===== src/rtl/axi_rd_initiator_pkg.sv =====
// Shared definitions for the AXI read initiator and its pattern checker.
package axi_rd_initiator_pkg;

  // Run-control FSM encoding; exported on the debug port of the top.
  typedef enum logic [1:0] {
    ST_IDLE  = 2'd0,
    ST_RUN   = 2'd1,
    ST_DRAIN = 2'd2,
    ST_DONE  = 2'd3
  } state_t;

  // exp_cnt value which, on a burst-closing beat, ends the current stream.
  localparam logic [15:0] STREAM_END     = 16'hE0F0;
  // Last stream number before exp_stream wraps back to zero.
  localparam logic [7:0]  STREAM_WRAP    = 8'd11;
  // Bytes carried by one 512-bit data beat.
  localparam logic [31:0] BEAT_BYTES     = 32'd64;
  // exp_cnt advance per accepted beat.
  localparam logic [15:0] CNT_STEP       = 16'h0010;
  // 32-bit words per data beat.
  localparam int          WORDS_PER_BEAT = 16;
  // Iteration byte of the expected pattern; always zero in this design.
  localparam logic [7:0]  EXP_ITER       = 8'h00;

endpackage


===== src/rtl/axi_rd_pattern_chk.sv =====
// Expected-pattern tracker and per-beat comparator for the read data channel.
module axi_rd_pattern_chk
  import axi_rd_initiator_pkg::*;
#(
  parameter logic [7:0] BURST_LEN = 8'h0F
) (
  input  logic         clk,
  input  logic         reset,
  input  logic         beat,        // RVALID && RREADY this cycle
  input  logic         burst_open,  // at least one burst is outstanding
  input  logic [3:0]   rid,
  input  logic [511:0] rdata,
  input  logic [1:0]   rresp,
  input  logic         rlast,
  output logic         err,
  output logic [15:0]  err_cnt
);

  logic [15:0]  exp_cnt;
  logic [7:0]   exp_stream;
  logic [3:0]   exp_rid;
  logic [7:0]   beat_idx;
  logic [511:0] exp_data;
  logic         bad;

  // Build the expected beat and decide whether the presented beat fails.
  always_comb begin
    exp_data = '0;
    for (int k = 0; k < WORDS_PER_BEAT; k++) begin
      exp_data[k*32 +: 32] = {exp_stream, EXP_ITER, exp_cnt + 16'(k)};
    end
    bad = !burst_open || (rdata != exp_data) || (rresp != 2'b00) ||
          (rid != exp_rid) || (rlast != (beat_idx == BURST_LEN));
  end

  // Count failures and advance the pattern on beats that belong to a burst.
  // A beat arriving with nothing outstanding is a failure only: it is not
  // part of any burst, so the expected pattern does not move.
  always_ff @(posedge clk) begin
    if (reset) begin
      exp_cnt    <= '0;
      exp_stream <= '0;
      exp_rid    <= '0;
      beat_idx   <= '0;
      err        <= 1'b0;
      err_cnt    <= '0;
    end else if (beat) begin
      if (bad) begin
        err <= 1'b1;
        if (err_cnt != 16'hFFFF) err_cnt <= err_cnt + 16'd1;
      end
      if (burst_open) begin
        if (rlast) begin
          beat_idx <= '0;
          exp_rid  <= exp_rid + 4'd1;
        end else if (beat_idx != 8'hFF) begin
          beat_idx <= beat_idx + 8'd1;
        end
        if (rlast && (exp_cnt == STREAM_END)) begin
          exp_cnt    <= '0;
          exp_stream <= (exp_stream == STREAM_WRAP) ? 8'd0 : exp_stream + 8'd1;
        end else begin
          exp_cnt <= exp_cnt + CNT_STEP;
        end
      end
    end
  end

endmodule


===== src/rtl/axi_rd_initiator.sv =====
// AXI read initiator: issues fixed-length bursts at increasing addresses and
// checks the returned data against a deterministic pattern.
//
// Handshakes: a transfer happens on a rising edge where VALID and READY are
// both high. Once ARVALID rises, ARVALID/ARADDR/ARID hold until ARREADY, even
// if the run stops meanwhile. RREADY depends only on the FSM state, never on
// RVALID.
module axi_rd_initiator
  import axi_rd_initiator_pkg::*;
#(
  parameter logic [7:0]  BURST_LEN  = 8'h0F,
  parameter int          MAX_OUTST  = 8,
  parameter logic [15:0] NUM_BURSTS = 16'd0,
  parameter logic [31:0] BASE_ADDR  = 32'h0
) (
  input  logic         clk,
  input  logic         reset,
  input  logic         en,
  input  logic         ARREADY,
  output logic [31:0]  ARADDR,
  output logic [3:0]   ARID,
  output logic [7:0]   ARLEN,
  output logic         ARVALID,
  output logic         RREADY,
  input  logic [3:0]   RID,
  input  logic [511:0] RDATA,
  input  logic [1:0]   RRESP,
  input  logic         RLAST,
  input  logic         RVALID,
  output logic         busy,
  output logic         done,
  output logic         err,
  output logic [15:0]  err_cnt,
  output state_t       state_dbg,
  output logic [3:0]   outstanding_dbg
);

  localparam logic [3:0]  MAX_O     = 4'(MAX_OUTST);
  localparam logic [31:0] ADDR_STEP = (32'(BURST_LEN) + 32'd1) * BEAT_BYTES;

  state_t      state;
  logic [3:0]  outstanding;
  logic [3:0]  outst_nxt;
  logic [15:0] issued;
  logic [15:0] issued_nxt;
  logic        ar_fire;
  logic        r_fire;
  logic        r_close;
  logic        stay_run;

  assign ARLEN           = BURST_LEN;
  assign state_dbg       = state;
  assign outstanding_dbg = outstanding;

  // Handshake decode and next values of the burst counters.
  always_comb begin
    ar_fire   = ARVALID && ARREADY;
    r_fire    = RVALID && RREADY;
    r_close   = r_fire && RLAST && (outstanding != 4'd0);
    outst_nxt = outstanding;
    if (ar_fire && !r_close)      outst_nxt = outstanding + 4'd1;
    else if (!ar_fire && r_close) outst_nxt = outstanding - 4'd1;
    issued_nxt = issued + {15'd0, ar_fire};
    stay_run   = en && !((NUM_BURSTS != 16'd0) && (issued_nxt >= NUM_BURSTS));
  end

  // Run-control FSM with registered request and status outputs. DRAIN also
  // waits for a still-pending address: once offered it will be accepted and
  // its data must be collected before the run can report done.
  always_ff @(posedge clk) begin
    if (reset) begin
      state       <= ST_IDLE;
      busy        <= 1'b0;
      done        <= 1'b0;
      RREADY      <= 1'b0;
      ARVALID     <= 1'b0;
      ARADDR      <= BASE_ADDR;
      ARID        <= '0;
      issued      <= '0;
      outstanding <= '0;
    end else begin
      outstanding <= outst_nxt;
      issued      <= issued_nxt;
      if (ar_fire) begin
        ARADDR <= ARADDR + ADDR_STEP;
        ARID   <= ARID + 4'd1;
      end
      if (ARVALID && !ARREADY) ARVALID <= 1'b1;
      else ARVALID <= (state == ST_RUN) && stay_run && (outst_nxt < MAX_O);
      case (state)
        ST_IDLE: if (en) begin
          state  <= ST_RUN;
          busy   <= 1'b1;
          RREADY <= 1'b1;
          ARADDR <= BASE_ADDR;
          issued <= '0;
        end
        ST_RUN: if (!stay_run) state <= ST_DRAIN;
        ST_DRAIN: if ((outstanding == 4'd0) && !ARVALID) begin
          state  <= ST_DONE;
          busy   <= 1'b0;
          done   <= 1'b1;
          RREADY <= 1'b0;
        end
        ST_DONE: if (!en) begin
          state <= ST_IDLE;
          done  <= 1'b0;
        end
        default: state <= ST_IDLE;
      endcase
    end
  end

  axi_rd_pattern_chk #(.BURST_LEN(BURST_LEN)) u_chk (
    .clk        (clk),
    .reset      (reset),
    .beat       (r_fire),
    .burst_open (outstanding != 4'd0),
    .rid        (RID),
    .rdata      (RDATA),
    .rresp      (RRESP),
    .rlast      (RLAST),
    .err        (err),
    .err_cnt    (err_cnt)
  );

endmodule


===== config.mk =====
export PLATFORM = sky130hd
export DESIGN_NAME = axi_rd_initiator
export DESIGN_NICKNAME = d
export VERILOG_FILES = /design/src/rtl/axi_rd_initiator_pkg.sv /design/src/rtl/axi_rd_pattern_chk.sv /design/src/rtl/axi_rd_initiator.sv
export SDC_FILE = /design/constraint.sdc
export NUM_CORES = 1
export LEC_CHECK = 0
export ABC_CLOCK_PERIOD_IN_PS = 6850
export CELL_PAD_IN_SITES_DETAIL_PLACEMENT = 1
export CELL_PAD_IN_SITES_GLOBAL_PLACEMENT = 1
export CORE_AREA = 2 2 231 233
export DETAILED_ROUTE_END_ITERATION = 10
export DIE_AREA = 0 0 233 235
export MAX_ROUTING_LAYER = met4
export PLACE_DENSITY = 0.6
export SETUP_SLACK_MARGIN = 0.02
export SKIP_CTS_REPAIR_TIMING = 1
export SLEW_MARGIN = 40
export SYNTH_ARGS = -nofsm -noshare
export SYNTH_HDL_FRONTEND = slang
export SYNTH_SLANG_ARGS = --single-unit

===== constraint.sdc =====
create_clock -name clk -period 6.85 [get_ports clk]
set_input_delay 2.055 -clock clk [delete_from_list [all_inputs] [get_ports clk]]
set_output_delay 2.055 -clock clk [all_outputs]
set_load 0.01 [all_outputs]

# ---- Word level (Yosys, flattened, before mapping)
# Index checks and enable logic that the tools add are counted.
dict set report totals {
  in_bits 524
  ff_bits 98
  output_inout_bits 71
  elab_cells 110
}
dict set report classes {
  magnitude_cmp 1
  reduce_logical 36
  add_sub_neg 24
  n_mux 21
  n_eq_ne 15
}
# operator n
set ops {}
lappend ops {{512-bit inequality test} 1}
lappend ops {{16-bit by 4-bit adder with 16-bit output (second input constant)} 8}
lappend ops {{32-bit two-way mux} 3}
lappend ops {{16-bit by 3-bit adder with 16-bit output (second input constant)} 4}
lappend ops {{16-bit by 1-bit adder with 16-bit output (second input constant)} 2}
lappend ops {{16-bit by 2-bit adder with 16-bit output (second input constant)} 2}
lappend ops {{32-bit by 11-bit adder with 32-bit output (second input constant)} 1}
lappend ops {{8-bit two-way mux} 3}
lappend ops {{3-bit AND reduction} 6}
lappend ops {{16-bit by 5-bit adder with 16-bit output (second input constant)} 1}
lappend ops {{8-bit by 1-bit adder with 8-bit output (second input constant)} 2}
lappend ops {{16-bit equality test (second input constant)} 1}
lappend ops {{8-bit by 4-bit equality test with 1-bit output (second input constant)} 2}
lappend ops {{16-bit two-way mux} 1}
lappend ops {{16-bit inequality test (second input constant)} 1}
lappend ops {{4-bit by 1-bit adder with 4-bit output (second input constant)} 3}
lappend ops {{1-bit logical AND} 11}
lappend ops {{2-bit two-way mux} 4}
lappend ops {{4-bit two-way mux} 2}
lappend ops {{2-bit inequality test (second input constant)} 4}
lappend ops {{8-bit inequality test (second input constant)} 1}
lappend ops {{2-bit one-hot mux with 4 select lines} 1}
lappend ops {{2-bit nonzero test} 4}
lappend ops {{1-bit zero test} 5}
lappend ops {{other kinds (14)} 24}

# ---- Logic depth before layout (Yosys ltp)
# Gate-level depths: netlist (run 1).
dict set report logic_depth {
  word_depth 9
  mapped_depth 14
  depth_no_buf 13
}

# ---- By module
# From an unflattened synthesis (run 1), not the netlist that was laid out.
dict set report unflattened {
  hier_cells 1169
  hier_area_um2 8818.5
}
# module seq_area_each_um2 cells_each area_each_um2 instances
set by_module_without_submodules {}
lappend by_module_without_submodules {axi_rd_pattern_chk 980.9 942 6875.3 1}
lappend by_module_without_submodules {axi_rd_initiator 700.7 227 1943.1 1}

# ---- Least setup slack after synthesis (run 1)
# Ideal clock, no wire load.
dict set report synth_timing {
  path_type {input-to-reg}
  start {input port RDATA[250]}
  end {register u_chk.err_cnt[5]}
  stages 9
  path_buffers 1
  setup_slack_ps 2364
  arrival_time_ps 4364
  setup_ps 121
  required_ps 6729
  cell_sequence {or3_1 -> a222oi_1 -> nand4_1 -> or4_1 -> nor4_2 -> and4_4 -> buf_12 -> nor3b_2 -> mux2_4}
}
dict set report synth_via {
  elab_chain_cells 6
}
# element line_no
set synth_rtl {}
lappend synth_rtl {{start: declaration} axi_rd_initiator.sv:26} ;# input logic [511:0] RDATA,
lappend synth_rtl {{512-bit inequality test} axi_rd_pattern_chk.sv:32} ;# bad = !burst_open || (rdata != exp_data) || (rresp != 2'b00) ||
lappend synth_rtl {{1-bit logical OR (3 in series)} axi_rd_pattern_chk.sv:32}
lappend synth_rtl {{1-bit logical OR} axi_rd_pattern_chk.sv:33} ;# (rid != exp_rid) || (rlast != (beat_idx == BURST_LEN));
lappend synth_rtl {{3-bit AND reduction (no line)} n/a}
lappend synth_rtl {{end signal: assignment} axi_rd_pattern_chk.sv:50} ;# if (err_cnt != 16'hFFFF) err_cnt <= err_cnt + 16'd1;
lappend synth_rtl {{end: declaration} axi_rd_pattern_chk.sv:16} ;# output logic [15:0] err_cnt
# No other way between the ends.
# A chain may end at the register's enable or synchronous reset.

# ---- Final worst setup path (run 1)
dict set report layout_timing {
  start {input port RDATA[271]}
  end {register u_chk.err_cnt[12]}
}
# The elaborated chain is that of the path after synthesis.

==> impl_metrics.toml, run 1 <==
[setup_path]
path_class = "in -> reg"
arrival_ps = 5720
crit_chain = "clkdlybuf4s50_1, or4_1, a211oi_1, nand4_1, or4_1, nor4_1, and4_4, nor3b_2, mux2_4"
cp_num_buf_inv = 1
endpoint_kind = "register"
slowest_delay_ps = 580
cp_slowest_cell = "a211oi_1"
crit_path_max_fanout = 21
worstSetupStartpointType = "primary input"
path_common_cell = "or4_1"
critical_path_required_ps = 7100
path_delay_family = "simple AND/OR/NAND/NOR gates"

[detailed_routing]
dr.first_iter.drc_count = 618
vias = 10900
first_pass_iters = 5
drc = 0
wirelength_microns = 67700
post_drt_wl_per_cell_microns = 28.7
antenna_left = 0
via_per_inst = 4.64

[synth]
synth_cells = 1076
synth-main-ff-cell = "dfxtp_1"
netlist_area_sq_um = 8040
yosys_warnings = 0
synth-edff-count = 0
synth_top_area_share = 0.209
yosysTopAreaCell = "dfxtp_1"
synth-seq-cells = 84
synthTopCellsByArea = "dfxtp_1 (21%), xnor2_1 (9.4%), nor2_1 (6.0%)"
synth.avg_cell_area_sq_um = 7.47
synth.distinct_cells = 72
ys_async_sr_fraction = 0
ys_seq_area_frac = 0.209

[sta]
fin_skew_ps = 6.66
drv_slew = 0
slew_headroom = 0.397
setup_viol = 0
finalCritPeriodShare = 0.799
finalHoldViolCount = 0
setup_ws_ps = 1380
max_freq_ghz = 0.183
finalCriticalPeriod_ps = 5470
rsz0062_at_grt = "false"
tns_ps = 0
tightest_slew_ps = 897

[placed_design]
place.gp.congestion = 0.950
pre_cts_ws_ps = 992
io_buffers = 576
place_hpwl_microns = 58800

[layout]
multi_input_area_sq_um = 5860
seqCellArea_sq_um = 1680
layout_common_cells = "clkdlybuf4s50_1 (575), nor2_1 (128), xnor2_1 (86), dfxtp_1 (83), nand2_1 (62)"
final_common_cell = "clkdlybuf4s50_1"
layout.nets = 2173
nFillCells = 6268
drive_gt1_frac = 0.0482
syn_to_final_growth_pct = 84.8

[outcome]
status = "completed"

[grt]
use_met3 = 0.0669
grt_overflow_total = 0
track_usage = 0.245
grt_antenna_before_repair = 39
met1_usage = 0.284
grt_use_met2 = 0.404
grt_pass1_vias = 11600
grt_pass1_wl_microns = 90600
grt_max_degree = 43
top_usage_layer = "met2"

[power_and_ir_drop]
clock_power_share = 0.318
ir_worst_vdd_v = 0.000111
p_per_area_nw_per_um2 = 111
internal_power_uw = 1160
comb_power_share = 0.366
p_sw_uw = 495
swShare = 0.299
total_power_uw = 1660
p_leak_uw = 0.00499
seqPwrFrac = 0.315

[die]
die-width_microns = 233
design.die.area_sq_um = 54800
fp.dieH_microns = 235
ios = 595
initial_core_util = 0.154
rows = 84
design.core.area_sq_um = 52200

[clocking]
clock-sinks = 84
clk_latency_ps = 360
root_buffer = "clkbuf_16"
cts_buffers = 9
clkTransAtPathRegs_ps = 70
clockBufferDepth = 2
cts_tree = "done"
cts-htree-levels = 3

[job]
maxCapViolations = 0

[worst_hold_path]
hold_path_class = "reg -> reg"
==> cell families after synthesis <==
kind of cell | after synthesis | synth area share
buffers and inverters | 104 | 0.0700
other | 2 | 0.000934
adders and majority gates | 15 | 0.0233
and+or+nand+nor | 538 | 0.364
muxes | 15 | 0.0249
DFF | 84 | 0.209
AOI/OAI and AO/OA | 183 | 0.160
xor gates and xnor gates | 135 | 0.147
==> sequential cells by signal, indices dropped and copies added (netlist names) <==
name and flops:
ARADDR 22, u_chk.err_cnt 16, u_chk.exp_cnt 12, u_chk.beat_idx 8, u_chk.exp_stream 8, ARID 4
outstanding_dbg 4, u_chk.exp_rid 4, state_dbg 2, ARVALID 1, busy 1, done 1
u_chk.err 1
==> cell usage after synthesis (12+ instances only) <==
cell type,n
a2111oi_0,12
a21oi_1,32
and3_1,24
buf_4,20
clkbuf_1,28
dfxtp_1,84
ha_1,15
inv_1,27
nand2_1,62
nand2b_1,31
nand3_1,48
nand4_1,50
nor2_1,128
nor2b_1,15
nor3_1,41
nor4_1,47
nor4b_1,22
o2111ai_1,17
o21ai_0,28
o22ai_1,19
o2bb2ai_1,14
or3_1,19
xnor2_1,86
xor2_1,49
==> worst register-to-register path: cells and delay by family, from the launching register on <==
| kind | cells | cell delay (ps) |
|---|---|---|
| buffers and inverters | 1 | 300 |
| DFF | 1 | 440 |
| and+or+nand+nor | 6 | 2110 |
| AOI/OAI and AO/OA | 1 | 550 |
| muxes | 1 | 310 |
==> power groups by stage <==
stage          combinational [uW]  clock, uW  sequential [uW]
2_1_floorplan                 167          0              536
3_3_place_gp                  593          0              534
3_5_place_dp                  602          0              534
4_1_cts                       606        546              523
5_1_grt                       645        561              526
6_report                      607        527              523
==> path summary, 6_finish.rpt <==
| path | start | to | slack [ps] | cells after the start |
|---|---|---|---|---|
| hold reg to reg | u_chk.beat_idx[1]$_SDFFE_PP0P_ | u_chk.beat_idx[1]$_SDFFE_PP0P_ | 480 | 2 |
| setup reg to reg | u_chk.exp_stream[2]$_SDFFE_PP0P_ | u_chk.err_cnt[12]$_SDFFE_PP0P_ | 3020 | 9 |
| hold / removal | u_chk.beat_idx[1]$_SDFFE_PP0P_ | u_chk.beat_idx[1]$_SDFFE_PP0P_ | 480 | 2 |
| setup / recovery | RDATA[271] | u_chk.err_cnt[12]$_SDFFE_PP0P_ | 1380 | 9 |
==> cell type report <==
type / count / area share
antenna: 32 / 0.00539
clock buffer: 10 / 0.0154
clock inverter: 6 / 0.00480
inverter: 34 / 0.00859
multi-input combinational: 904 / 0.394
sequential: 84 / 0.113
tap: 688 / 0.0579
timing repair buffer: 601 / 0.400
==> metrics by stage <==
stage	util	instance area (sq um)	hold WS [ps]	cells
finish	0.284	14900	478	2359
global route	0.284	14900	505	2358
CTS	0.283	14800	483	2327
floorplan	-	8100	449	1092
global placement	0.277	14500	453	2311
detailed placement	0.277	14500	463	2311
==> layer usage <==
metal | up-vias | routed length [microns]
li1 | 5095 | -
met2 | 451 | 32700
met3 | 75 | 5250
met5 | - | 0
met4 | 0 | 1850
met1 | 5327 | 28000
No activity file was read; power rests on OpenSTA's default activity.
==> run 2, diff against run 1 <==
--- a/config.mk
+++ b/config.mk
@@ -5,14 +5,14 @@
 export SDC_FILE = /design/constraint.sdc
 export NUM_CORES = 1
 export LEC_CHECK = 0
-export ABC_CLOCK_PERIOD_IN_PS = 6850
+export ABC_CLOCK_PERIOD_IN_PS = 4500
 export CELL_PAD_IN_SITES_DETAIL_PLACEMENT = 1
 export CELL_PAD_IN_SITES_GLOBAL_PLACEMENT = 1
-export CORE_AREA = 2 2 231 233
+export CORE_AREA = 2 2 230 232
 export DETAILED_ROUTE_END_ITERATION = 10
-export DIE_AREA = 0 0 233 235
+export DIE_AREA = 0 0 232 234
 export MAX_ROUTING_LAYER = met4
-export PLACE_DENSITY = 0.6
+export PLACE_DENSITY = 0.62
 export SETUP_SLACK_MARGIN = 0.02
 export SKIP_CTS_REPAIR_TIMING = 1
 export SLEW_MARGIN = 40
==> constraint.sdc (replaced) <==
create_clock -name clk -period 4.5 [get_ports clk]
set_input_delay 1.35 -clock clk [delete_from_list [all_inputs] [get_ports clk]]
set_output_delay 1.35 -clock clk [all_outputs]
set_load 0.01 [all_outputs]
==> impl_metrics.toml, run 2 (same netlist as run 1, synthesis figures left out) <==
[sta]
tns_ps = 0
hold_ws_ps = 486
finalCriticalPeriod_ps = 4310
slew_headroom = 0.423
tightest_slew_ps = 864
setup_viol = 0
fin_skew_ps = 9.37
drv_slew = 0
max_freq_ghz = 0.232
finalHoldViolCount = 0
rsz0062_at_grt = "false"
finalCritPeriodShare = 0.957

[layout]
regMostFlops = "ARADDR"
layout.nets = 2212
nFillCells = 6226
fin_util = 0.292
syn_to_final_growth_pct = 89.0
layout_common_cells = "clkdlybuf4s50_1 (575), nor2_1 (128), xnor2_1 (86), dfxtp_1 (81)"
final_common_cell = "clkdlybuf4s50_1"
largest_reg_flops = 22
drive_gt1_frac = 0.0722
fin_cells = 2398
reg.largest.list = "ARADDR: 22 flops, u_chk.err_cnt: 16 flops, u_chk.exp_cnt: 12 flops"

[detailed_routing]
post_drt_wl_per_cell_microns = 28.0
wirelength_microns = 67100
vias = 11100
drc = 0
via_per_inst = 4.64
first_pass_iters = 7
antenna_left = 0
dr.first_iter.drc_count = 564

[die]
design.core.area_sq_um = 52000
initial_core_util = 0.155
rows = 84
fp.dieH_microns = 234
ios = 595
die-width_microns = 232
design.die.area_sq_um = 54300

[power_and_ir_drop]
comb_power_share = 0.366
internal_power_uw = 1800
swShare = 0.290
p_sw_uw = 736
p_per_area_nw_per_um2 = 167
clock_power_share = 0.320
seqPwrFrac = 0.314
ir_worst_vdd_v = 0.000169
p_leak_uw = 0.00520

[grt]
grt_pass1_wl_microns = 90100
grt_overflow_total = 0
grt_pass1_vias = 11700
grt_antenna_before_repair = 37
grt_max_degree = 27
track_usage = 0.244

[clocking]
cts_tree = "done"
clk_latency_ps = 340
clockBufferDepth = 2
clock-sinks = 84
cts_buffers = 9
root_buffer = "clkbuf_16"
clkTransAtPathRegs_ps = 70
cts-htree-levels = 3

[setup_path]
critical_path_required_ps = 4730
cp_num_cells = 11
cp-startpoint = "RDATA[250]"
cp_num_buf_inv = 3
slowest_delay_ps = 560
worstSetupStartpointType = "primary input"
worstRegToRegCells = 9
crit_path_max_fanout = 13
cp_slowest_cell = "or4_1"
crit_chain = "clkdlybuf4s50_1, or3_1, a222oi_1, buf_4, nand4_1, or4_1, nor4_2, and4_4, buf_12, nor3_2, mux2_4"
endpoint_kind = "register"
arrival_ps = 4530
r2r-start = "u_chk.exp_cnt[10]$_SDFFE_PP0P_"
path_class = "in -> reg"
path_delay_family = "simple AND/OR/NAND/NOR gates"

[worst_hold_path]
holdPathStages = 2
holdCritStartpoint = "u_chk.beat_idx[1]$_SDFFE_PP0P_"
hold_path_class = "reg -> reg"

[placed_design]
place.gp.congestion = 0.944
place_hpwl_microns = 58700
dp_cells = 2349
io_buffers = 576

[job]
maxCapViolations = 0

[outcome]
status = "completed"
run 2: worst paths after layout:
check | endpoint | slack, ps
worst min-delay path | u_chk.beat_idx[1]$_SDFFE_PP0P_ | 490
worst min register to register | u_chk.beat_idx[1]$_SDFFE_PP0P_ | 490
worst max register to register | u_chk.err_cnt[9]$_SDFFE_PP0P_ | 700
worst max-delay path | u_chk.err_cnt[9]$_SDFFE_PP0P_ | 190
run 2: metrics by stage:
stage	power, uW	area (sq um)	setup WS (ps)
finish	2540	15200	192
CTS	2570	15100	35.0
global placement	1730	14800	-269
detailed placement	1740	14800	-316
floorplan	1070	8100	719
global route	2670	15200	68.7
run 2: area by class of cell:
cell class | count | area [sq um] | area share
Antenna cell | 33 | 82.6 | 0.00543
Sequential cell | 84 | 1690 | 0.111
Multi-Input combinational cell | 904 | 5860 | 0.386
Tap cell | 688 | 861 | 0.0567
Inverter | 34 | 128 | 0.00840
Clock inverter | 4 | 56.3 | 0.00371
Clock buffer | 11 | 253 | 0.0166
Timing Repair Buffer | 640 | 6270 | 0.412
run 2: per-layer routing:
| layer | vias up | part of all wire | global-route usage |
|---|---|---|---|
| met5 | - | 0 | - |
| li1 | 5181 | - | - |
| met4 | 0 | 0.019 | 0.0493 |
| met2 | 459 | 0.50 | 0.431 |
| met3 | 66 | 0.081 | 0.0657 |
| met1 | 5422 | 0.40 | 0.276 |
run 2: power by group through the flow:
stage / Combinational, uW / Sequential [uW] / Clock, uW
floorplan: 253 / 816 / 0
global placement: 912 / 814 / 0
detailed placement: 925 / 815 / 0
CTS: 932 / 799 / 845
global route: 994 / 803 / 877
finish: 929 / 798 / 812
run 2: worst min-delay path, stage by stage, from the launching register on:
cell and delay [ps]:
dfxtp_1 330, nand2_1 60, a21oi_1 50
==> run 3, diff against run 2 <==
--- a/config.mk
+++ b/config.mk
@@ -13,6 +13,7 @@
 export DIE_AREA = 0 0 232 234
 export MAX_ROUTING_LAYER = met4
 export PLACE_DENSITY = 0.62
+export REMOVE_ABC_BUFFERS = 1
 export SETUP_SLACK_MARGIN = 0.02
 export SKIP_CTS_REPAIR_TIMING = 1
 export SLEW_MARGIN = 40
==> impl_metrics.toml, run 3 (same netlist as run 1, synthesis figures left out) <==
[placed_design]
place.gp.congestion = 0.939
placed_area_sq_um = 14800
place_hpwl_microns = 58100
dp_cells = 2351
io_buffers = 576

[sta]
tns_ps = 0
finalCritPeriodShare = 0.977
slew_headroom = 0.385
finalHoldViolCount = 0
rsz0062_at_grt = "false"
finalCriticalPeriod_ps = 4400
drv_slew = 0
fin_skew_ps = 13.3
setup_viol = 0
max_freq_ghz = 0.228
tightest_slew_ps = 899

[die]
design.core.area_sq_um = 52000
rows = 84
fp.dieH_microns = 234
design.die.area_sq_um = 54300
die-width_microns = 232
initial_core_util = 0.155
ios = 595

[setup_path]
critical_path_required_ps = 4750
endpoint_kind = "register"
path_class = "in -> reg"
path_delay_family = "simple AND/OR/NAND/NOR gates"
path_common_cell = "or4_1"
worstSetupStartpointType = "primary input"
slowest_delay_ps = 550
cp_num_buf_inv = 3
cp_slowest_cell = "or4_1"
arrival_ps = 4640
crit_path_max_fanout = 21
crit_chain = "clkdlybuf4s50_1, or4_1, a211oi_1, nand4_1, or4_1, nor4_1, buf_4, and4_4, buf_12, nor3b_2, mux2_4"

[layout]
regMostFlops = "ARADDR"
drive_gt1_frac = 0.0727
reg.largest.list = "ARADDR: 22 flops, u_chk.err_cnt: 16 flops, u_chk.exp_cnt: 12 flops"
syn_to_final_growth_pct = 88.2
nFillCells = 6201
layout.nets = 2213
largest_reg_flops = 22
layout_common_cells = "clkdlybuf4s50_1 (575), nor2_1 (128), xnor2_1 (86), dfxtp_1 (81), buf_4 (63)"
design_area_sq_um = 15100
final_common_cell = "clkdlybuf4s50_1"
fin_cells = 2381
fin_util = 0.291

[power_and_ir_drop]
internal_power_uw = 1720
clock_power_share = 0.295
comb_power_share = 0.381
p_per_area_nw_per_um2 = 163
p_leak_uw = 0.00519
swShare = 0.302
total_power_uw = 2460
seqPwrFrac = 0.324
p_sw_uw = 743
ir_worst_vdd_v = 0.000120

[detailed_routing]
post_drt_wl_per_cell_microns = 27.9
vias = 11100
via_per_inst = 4.67
antenna_left = 0
drc = 0
first_pass_iters = 5
wirelength_microns = 66400
dr.first_iter.drc_count = 657

[clocking]
clk_latency_ps = 350
clock-sinks = 84
clockBufferDepth = 2
cts_tree = "done"
cts-htree-levels = 3
root_buffer = "clkbuf_16"
cts_buffers = 9
clkTransAtPathRegs_ps = 80

[grt]
track_usage = 0.242
grt_pass1_wl_microns = 89100
grt_max_degree = 37
grt_overflow_total = 0
grt_antenna_before_repair = 28
grt_pass1_vias = 11700

[job]
maxCapViolations = 0

[worst_hold_path]
hold_path_class = "reg -> reg"

[outcome]
status = "completed"
[run 3: worst paths after layout]
path | depth (start not counted) | slack [ps] | startpoint | to
setup / recovery | 11 | 100 | RDATA[271] | u_chk.err_cnt[12]$_SDFFE_PP0P_
hold / removal | 2 | 490 | u_chk.beat_idx[1]$_SDFFE_PP0P_ | u_chk.beat_idx[1]$_SDFFE_PP0P_
setup reg to reg | 10 | 480 | u_chk.exp_cnt[5]$_SDFFE_PP0P_ | u_chk.err_cnt[12]$_SDFFE_PP0P_
hold reg to reg | 2 | 490 | u_chk.beat_idx[1]$_SDFFE_PP0P_ | u_chk.beat_idx[1]$_SDFFE_PP0P_
[run 3: worst reg2reg max path, delay by kind of cell, from the launching register on]
family	cells	cell delay, ps
buf+inv	4	1210
compound gates	2	940
simple gates	3	800
flops	1	660
mux	1	300
[run 3: power groups by stage]
stage | Sequential [uW] | Clock, uW | Combinational [uW]
after CTS | 798 | 768 | 942
after detailed placement | 816 | 0 | 937
after global routing | 803 | 788 | 1010
final | 798 | 725 | 939
after floorplan | 819 | 0 | 222
after global placement | 814 | 0 | 923
[run 3: per-stage QoR]
stage / worst slack, ps / hold slack [ps]
after floorplan: 694 / 443
after global placement: -249 / 460
after detailed placement: -177 / 491
after CTS: 177 / 500
after global routing: 43.6 / 538
final: 105 / 491
[run 3: layout make-up]
cell class,count,area (sq um),area share
Antenna cell,15,37.5,0.00248
Clock buffer,9,225,0.0149
Clock inverter,6,50.0,0.00331
Inverter,34,128,0.00843
Multi-Input combinational cell,904,5870,0.388
Sequential cell,84,1690,0.111
Tap cell,688,861,0.0569
Timing Repair Buffer,641,6270,0.415
[run 3: routing by layer]
layer | vias to the layer above | track usage | wire, microns | part of all wire
met2 | 469 | 0.433 | 33600 | 0.51
met4 | 0 | 0.0463 | 1150 | 0.017
met1 | 5413 | 0.287 | 27500 | 0.41
li1 | 5166 | - | - | -
met5 | - | - | 0 | 0
met3 | 63 | 0.0383 | 4080 | 0.061
